<file path="config.mk">
export PLATFORM = sky130hd
export DESIGN_NAME = alu_redirect_arbiter
export DESIGN_NICKNAME = d
export VERILOG_FILES = /design/src/rtl/alu_redirect_arbiter.sv
export SDC_FILE = /design/constraint.sdc
export NUM_CORES = 1
export LEC_CHECK = 0
export CORE_MARGIN = 2
export CORE_UTILIZATION = 40
export DETAILED_ROUTE_END_ITERATION = 8
export GPL_TIMING_DRIVEN = 1
export PLACE_DENSITY = 0.72
export SLEW_MARGIN = 20
export SYNTH_ARGS = -nofsm -noshare
export SYNTH_HDL_FRONTEND = slang
export SYNTH_SLANG_ARGS = --single-unit
</file>
<file path="constraint.sdc">
create_clock -name clk -period 9.3 [get_ports clk]
set_clock_uncertainty 0.1 [all_clocks]
set_input_delay 1.86 -clock clk [delete_from_list [all_inputs] [get_ports clk]]
set_output_delay 1.86 -clock clk [all_outputs]
set_load 0.1 [all_outputs]
</file>
<file path="src/rtl/alu_redirect_arbiter.sv">
// alu_redirect_arbiter: collects per-ALU branch results, picks the oldest
// surviving mispredict and holds it as one pending redirect toward the frontend.
//
// Handshake: redirect_valid/redirect_ready follow strict valid/ready rules.
// A transfer happens at a clock edge where both are high. The payload may be
// replaced by an older mispredict while valid stays high. The consumer must
// only sample it on valid & ready.
module alu_redirect_arbiter #(
  parameter int ALU_NUM   = 4,
  parameter int ROB_IDX_W = 6,
  parameter int FSQ_IDX_W = 5,
  parameter int PRED_W    = 3,
  parameter int VADDR_W   = 32
) (
  input  logic                                clk,
  input  logic                                rst,
  input  logic [ALU_NUM-1:0]                  br_valid,
  input  logic [ALU_NUM-1:0][ROB_IDX_W:0]     br_rob_idx,
  input  logic [ALU_NUM-1:0][FSQ_IDX_W-1:0]   br_fsq_idx,
  input  logic [ALU_NUM-1:0][PRED_W-1:0]      br_offset,
  input  logic [ALU_NUM-1:0][VADDR_W-1:0]     br_target,
  input  logic [ALU_NUM-1:0]                  br_direction,
  input  logic [ALU_NUM-1:0]                  br_error,
  input  logic                                flush_valid,
  input  logic [ROB_IDX_W:0]                  flush_rob_idx,
  input  logic                                redirect_ready,
  output logic                                redirect_valid,
  output logic [ROB_IDX_W:0]                  redirect_rob_idx,
  output logic [FSQ_IDX_W-1:0]                redirect_fsq_idx,
  output logic [PRED_W-1:0]                   redirect_offset,
  output logic [VADDR_W-1:0]                  redirect_target,
  output logic                                redirect_direction,
  output logic [31:0]                         branch_cnt,
  output logic [31:0]                         mispred_cnt
);

  localparam int LVLS = $clog2(ALU_NUM);
  localparam int N2   = 1 << LVLS;
  localparam int IDXW = (LVLS > 0) ? LVLS : 1;

  typedef enum logic {IDLE = 1'b0, PENDING = 1'b1} state_e;

  state_e               state_q;
  logic [ROB_IDX_W:0]   rob_q;
  logic [FSQ_IDX_W-1:0] fsq_q;
  logic [PRED_W-1:0]    off_q;
  logic [VADDR_W-1:0]   tgt_q;
  logic                 dir_q;
  logic [31:0]          branch_cnt_q, branch_cnt_d;
  logic [31:0]          mispred_cnt_q, mispred_cnt_d;

  // a is strictly older than b under the wrap-flag ROB ordering
  function automatic logic older(input logic [ROB_IDX_W:0] a, input logic [ROB_IDX_W:0] b);
    if (a[ROB_IDX_W] == b[ROB_IDX_W]) return a[ROB_IDX_W-1:0] < b[ROB_IDX_W-1:0];
    else                              return a[ROB_IDX_W-1:0] > b[ROB_IDX_W-1:0];
  endfunction

  // Candidates: mispredicts not squashed by a same-cycle flush
  logic [ALU_NUM-1:0] cand;
  always_comb begin
    for (int i = 0; i < ALU_NUM; i++) begin
      cand[i] = br_valid[i] & br_error[i] &
                ~(flush_valid & ~older(br_rob_idx[i], flush_rob_idx));
    end
  end

  // Oldest-candidate comparison tree; left (lower port) wins on equal age
  for (genvar l = 0; l <= LVLS; l++) begin : lvl_g
    localparam int NW = N2 >> l;
    logic [NW-1:0]                v;
    logic [NW-1:0][ROB_IDX_W:0]   rob;
    logic [NW-1:0][IDXW-1:0]      id;
    if (l == 0) begin : leaf_g
      for (genvar i = 0; i < NW; i++) begin : p_g
        if (i < ALU_NUM) begin : real_g
          assign v[i]   = cand[i];
          assign rob[i] = br_rob_idx[i];
          assign id[i]  = IDXW'(i);
        end else begin : pad_g
          assign v[i]   = 1'b0;
          assign rob[i] = '0;
          assign id[i]  = '0;
        end
      end
    end else begin : node_g
      for (genvar i = 0; i < NW; i++) begin : n_g
        logic pick_l;
        assign pick_l = lvl_g[l-1].v[2*i] &
                        (~lvl_g[l-1].v[2*i+1] |
                         ~older(lvl_g[l-1].rob[2*i+1], lvl_g[l-1].rob[2*i]));
        assign v[i]   = lvl_g[l-1].v[2*i] | lvl_g[l-1].v[2*i+1];
        assign rob[i] = pick_l ? lvl_g[l-1].rob[2*i] : lvl_g[l-1].rob[2*i+1];
        assign id[i]  = pick_l ? lvl_g[l-1].id[2*i]  : lvl_g[l-1].id[2*i+1];
      end
    end
  end

  logic               sel_valid;
  logic [ROB_IDX_W:0] sel_rob;
  logic [IDXW-1:0]    sel_id;
  assign sel_valid = lvl_g[LVLS].v[0];
  assign sel_rob   = lvl_g[LVLS].rob[0];
  assign sel_id    = lvl_g[LVLS].id[0];

  // Pending survival, handshake and load decision
  logic pend_live, accept, load;
  always_comb begin
    pend_live = (state_q == PENDING) &
                ~(flush_valid & ~older(rob_q, flush_rob_idx));
    accept    = (state_q == PENDING) & redirect_ready;
    load      = sel_valid & (~pend_live | accept | older(sel_rob, rob_q));
  end

  // Event counters, flush-independent
  always_comb begin
    branch_cnt_d  = branch_cnt_q;
    mispred_cnt_d = mispred_cnt_q;
    for (int i = 0; i < ALU_NUM; i++) begin
      branch_cnt_d  = branch_cnt_d  + 32'(br_valid[i]);
      mispred_cnt_d = mispred_cnt_d + 32'(br_valid[i] & br_error[i]);
    end
  end

  // Redirect FSM with registered payload and counters
  always_ff @(posedge clk or posedge rst) begin
    if (rst) begin
      state_q       <= IDLE;
      rob_q         <= '0;
      fsq_q         <= '0;
      off_q         <= '0;
      tgt_q         <= '0;
      dir_q         <= 1'b0;
      branch_cnt_q  <= '0;
      mispred_cnt_q <= '0;
    end else begin
      branch_cnt_q  <= branch_cnt_d;
      mispred_cnt_q <= mispred_cnt_d;
      if (load) begin
        state_q <= PENDING;
        rob_q   <= sel_rob;
        fsq_q   <= br_fsq_idx[sel_id];
        off_q   <= br_offset[sel_id];
        tgt_q   <= br_target[sel_id];
        dir_q   <= br_direction[sel_id];
      end else if (~pend_live | accept) begin
        state_q <= IDLE;
        rob_q   <= '0;
        fsq_q   <= '0;
        off_q   <= '0;
        tgt_q   <= '0;
        dir_q   <= 1'b0;
      end
    end
  end

  assign redirect_valid     = (state_q == PENDING);
  assign redirect_rob_idx   = rob_q;
  assign redirect_fsq_idx   = fsq_q;
  assign redirect_offset    = off_q;
  assign redirect_target    = tgt_q;
  assign redirect_direction = dir_q;
  assign branch_cnt         = branch_cnt_q;
  assign mispred_cnt        = mispred_cnt_q;

endmodule

</file>
== Word level (Yosys, flattened, before mapping) ==
Cells that the tools add are included.
Word-level totals
  logic and storage cells: 127
  input port bits: 211
  flip-flop bits (word level): 113
Operators by class
  multiplexer cells: 34
  bitwise operators: 48
  $lt $le $gt $ge: 19
  reduce and logical (&&, ||, !) cells: 1
  add/subtract/negate cells: 8
  equal/unequal tests: 9
Operators by type and width (count)
  32-bit by 1-bit adder with 32-bit output: 8
  32-bit two-way mux: 3
  32-bit binary-select mux with 2-bit select: 1
  6-bit > comparator: 9
  6-bit less-than comparator: 9
  7-bit two-way mux: 5
  1-bit bitwise AND: 23
  1-bit NOT: 17
  1-bit two-way mux: 15
  5-bit two-way mux: 3
  5-bit binary-select mux with 2-bit select: 1
  1-bit equality test: 9
  3-bit two-way mux: 3
  1-bit bitwise OR: 8
  3-bit binary-select mux with 2-bit select: 1
  2-bit by 3-bit less-than comparator with 1-bit output (second input constant): 1
  1-bit binary-select mux with 2-bit select: 1
  2-bit two-way mux: 1
  2-bit nonzero test: 1

== Depth between registers and ports, before layout ==
  depth after elaboration: 21
  mapped depth: 32

== Worst setup path after synthesis ==
OpenSTA, ideal clock, no wires.
  path kind: input -> register
  from: input flush_rob_idx[3]
  to: register tgt_q[15] (netlist: redirect_target[15])
  setup slack: 1.154 ns
  arrival: 7.923 ns
  cell stages on the path: 30
  required time: 9.077 ns
  path buffers: 5
  cell sequence: inv_1 > ha_1 > and4_4 > o21a_1 > or4b_1 > a31o_1 > or2_1 > buf_2 > clkbuf_1 > a21oi_1 > ha_1 > a21o_1 > a21o_1 > a221oi_1 > nand2_1 > mux2_4 > buf_4 > a21o_1 > and2_1 > ha_1 > a21o_1 > a21o_1 > a211oi_1 > nor3_1 > o2111a_1 > nor2_2 > o21ai_1 > buf_2 > buf_2 > a32o_1
On the way
  longest elaborated chain between the ends: 21
  elaborated cells between the ends (all ways): 70
  those cells by class: 14 x order compare; 2 x eq/ne; 16 x mux; 37 x bitwise; 1 x reduce/logical
Ends and longest elaborated chain
  from (decl): RTL line 25  | input logic [ROB_IDX_W:0] flush_rob_idx,
  6-bit > comparator or 6-bit less-than comparator (tied branches): RTL line 55, 54
  1-bit two-way mux: RTL line 54  | if (a[ROB_IDX_W] == b[ROB_IDX_W]) return a[ROB_IDX_W-1:0] < b[ROB_IDX_W-1:0];
  1-bit NOT: RTL line 63  | ~(flush_valid & ~older(br_rob_idx[i], flush_rob_idx));
  1-bit bitwise AND: RTL line 63
  1-bit NOT: RTL line 63
  1-bit bitwise AND: RTL line 62  | cand[i] = br_valid[i] & br_error[i] &
  1-bit NOT: RTL line 89  | (~lvl_g[l-1].v[2*i+1] |
  1-bit bitwise OR: RTL line 89
  [... 5 more ...]
  1-bit bitwise OR: RTL line 89
  1-bit bitwise AND: RTL line 88  | assign pick_l = lvl_g[l-1].v[2*i] &
  7-bit two-way mux: RTL line 92  | assign rob[i] = pick_l ? lvl_g[l-1].rob[2*i] : lvl_g[l-1].rob[2*i+1];
  6-bit > comparator (tied with other cells): RTL line 55  | else return a[ROB_IDX_W-1:0] > b[ROB_IDX_W-1:0];
  1-bit two-way mux: RTL line 54
  1-bit bitwise OR: RTL line 111  | load = sel_valid & (~pend_live | accept | older(sel_rob, rob_q));
  1-bit bitwise AND: RTL line 111
  32-bit two-way mux or 2-bit nonzero test (tied branches)
  to (signal assigned): RTL line 143  | tgt_q <= br_target[sel_id];
  to (decl): RTL line 47  | logic [VADDR_W-1:0] tgt_q;
Parallel ways exist; a longest one is shown, timed or not. The select of a mux whose other input is x is not followed.
A chain may end at the register's enable or synchronous reset.

== Worst setup path in the final report ==
  from: input flush_rob_idx[1]
  to: register tgt_q[23] (netlist: redirect_target[23])
The elaborated chain is that of the path after synthesis.

==> impl_results.md <==
- Status: complete, no violations
- Sinks on Clock Net: between 100 and 150
- Crit-path slowest cell: or4b_1
- Global-route wire length before repair: 44,900 um
- P&R area growth vs syn: 51.7%
- Clock root buffer: clkbuf_16
- Postcts setup bufs: 0
- Startpoint type of the worst setup path: input pin
- Most frequent CP cell: a21o_1
- Fin crit share: 93.9%
- Clock transition at path regs: 60 ps
- Count of final hold-check violations: 0
- Post-synth EDFFs: 0
- Final setup fails: 0
- Layout cells sized above 1: under 10%
- Yosys cell types: 61
- Final Slew Violations: 0
- PortBufs: between 300 and 400
- Die Y: between 100 and 150 um
- Worst skew pair latency: just over 400 ps
- Static Leak: 5.34 nW
- GP Congestion: between 0.9 and 1
- Antenna viol nets, final: 0
- F_max: about 0.11 GHz
- Kind of critical path: input pin to flip-flop
- Final instance area: between 10,000 and 15,000 um^2
- Dominant synthesized flop cell: dfrtp_1
- Vias: around 8,000
- CTS tree: done
- Clk buf depth: 2
- Detailed-placement wirelength estimate: about 22,000 um
- Power density over the cells: about 290 nW/um^2
- Final Instance Count excl. Fillers: ~1,400
- Post-synthesis sequential area ratio: a little over a third
- VDD IR-drop max: slightly above 0.0002 V
- Vias per cell: roughly 5.5
- Cell count after synthesis: about 860
- # H-tree levels: 4
- Busiest grt layer: met2
- Arr. time, crit path: approximately 8900 ps
- # diodes: 0
- Starting Density: between 40 and 50%
- Vias in the first global route: a little under 8,000
- Synth Cell Area: ~8000 um^2
- Syn. warnings: 0
- GRT Util Overall: 26.7%
- Post-synth top cells: 113 x dfrtp_1, 105 x nor2_1, 56 x ha_1, 55 x xnor2_1, 48 x inv_1
- CTS Buf Count: 17
- Net Count, Synth: between 1,000 and 1,500
- Crit-path max FO: 28
- Placement row count: 51
- WL/cell: slightly below 20 um
- Synth top area share: 35.3%
- Die area: about 21,000 um^2
- Grt met3 use: under 10%
- Placed instance count: 1,407
- Crit. End Element: flip-flop
- # IOs: between 300 and 400
- CP required: ~9500 ps
- FF+latch count, synth: around 110
- Iteration-0 DRC Markers: 430
- Tmin final: just under 9000 ps
- Placed cell areas: between 10,000 and 15,000 um^2
- Antenna violations before repair: 0
- Ys async rst share: between 90% and 100%
- Critical path's largest stage delay: 460 ps
- M2 GR Usage: 45.3%
- Max-cap viol count: 0
- Leading area contributor after synthesis: dfrtp_1
- Gr ovfl total: 0
- Core ar.: 19,500 um^2
- Top post-synthesis cells by area: dfrtp_1 35%, ha_1 8.8%, xnor2_1 6.0%, mux2i_1 5.6%, a32o_1 5.1%
- Worst Tran Pin Value: approximately 1100 ps
- HP Class: flip-flop to flip-flop
- TNS Setup: 0 ps
- Count leader, synth: dfrtp_1
- Unrepaired setup endpoints after global routing: false
- DR pass1 iterations: 5
- DR DRC count: 0
- Detailed-route wire length: approximately 29,000 um
- Die Wd: between 100 and 150 um
- Grt met1 use: about a third
- Rel. slew slack: 28.6%
- Synthesized area per cell: 9.35 um^2
- Largest net degree at the start of global routing: 52
- NumNets Final: around 1,400
## metrics by stage
step	hold slack (ps)	utilization [%]	setup WS [ps]	power (W)
floorplan	918	-	1150	0.00228
global placement	362	58.9	263	0.00285
detailed placement	365	59.0	87.1	0.00287
CTS	376	62.1	534	0.00355
global route	396	62.2	122	0.00369
finish	371	62.2	566	0.00355
## final cells by class
type / instances / area (um^2)
clock inverter: 15 / 173
timing repair buffer: 336 / 3370
tap: 265 / 332
sequential: 113 / 2830
fill: 1704 / 7380
clock buffer: 17 / 425
inverter: 48 / 183
multi-input combinational: 646 / 4840
## critical path, delay by kind of cell
family                     cells  cell delay [ps]
adders and majority gates      3              870
buffers and inverters          4              990
and+or+nand+nor                7             1650
muxes                          1              410
AOI/OAI and AO/OA             13             3100
## routing by layer
metal	wire length (um)	part of all wire, %	vias up
met5	0	0	-
met4	434	1.5	0
met3	2310	8.1	31
met2	13900	49	286
met1	12000	42	3793
li1	-	-	3778
## logic make-up (layout without fill, tap and decap cells)
kind of cell               count (synthesis)  in the layout  synth area share (%)
AOI/OAI and AO/OA                        213            213                  20.5
buffers and inverters                     97            416                  5.06
xor gates and xnor gates                  68             68                  7.67
and+or+nand+nor                          257            257                  15.4
muxes                                     46             46                  5.81
adders and majority gates                 62             62                  10.3
DFF                                      113            113                  35.3
## repair_timing
action | in CTS | in global routing
hold buffers | 0 | 0
setup endpoints to repair | 0 | 4
gates resized for setup | 0 | 1
## power by group
| part | switching (W) | internal [W] |
|---|---|---|
| Combinational | 0.00152 | 0.000598 |
| Clock | 0.000261 | 0.000402 |
| Sequential | 0.000126 | 0.000635 |
| Total | 0.00191 | 0.00164 |
## path summary, 6_finish.rpt
kind,end,slack [ps],from,cells after the start
setup reg to reg,redirect_target[23]$_DFFE_PP0P_,5960,redirect_rob_idx[3]$_DFFE_PP0P_,12
setup / recovery,redirect_target[23]$_DFFE_PP0P_,570,flush_rob_idx[1],28
max in group asynchronous,branch_cnt[1]$_DFF_PP0_,6280,rst,4
hold reg to reg,mispred_cnt[31]$_DFF_PP0_,370,mispred_cnt[31]$_DFF_PP0_,1
hold / removal,mispred_cnt[31]$_DFF_PP0_,370,mispred_cnt[31]$_DFF_PP0_,1
min in group asynchronous,mispred_cnt[31]$_DFF_PP0_,1690,rst,2
## placed cells by master (no fill, tap or decap), types with 6 or more instances in the layout
| master | instances |
|---|---|
| and3_1 | 19 |
| a32o_1 | 41 |
| nor2_1 | 105 |
| inv_6 | 6 |
| nand3_1 | 30 |
| a31o_1 | 7 |
| clkbuf_16 | 17 |
| a21oi_1 | 16 |
| clkdlybuf4s50_1 | 323 |
| and2_1 | 6 |
| nor2b_1 | 6 |
| nand4_1 | 16 |
| inv_1 | 47 |
| dfrtp_1 | 113 |
| fa_1 | 6 |
| buf_4 | 11 |
| a21o_1 | 18 |
| o21ai_0 | 9 |
| o21ai_1 | 42 |
| nand2_1 | 45 |
| a32oi_1 | 41 |
| ha_1 | 56 |
| mux2i_1 | 43 |
| and4_1 | 10 |
| xnor2_1 | 55 |
| xor2_1 | 12 |
## flip-flops by register name, summed over array words and instances (netlist names)
signal,count
branch_cnt,32
mispred_cnt,32
redirect_target,32
redirect_rob_idx,7
redirect_fsq_idx,5
redirect_offset,3
redirect_direction,1
redirect_valid,1
Power figures use the tool's default switching activity.
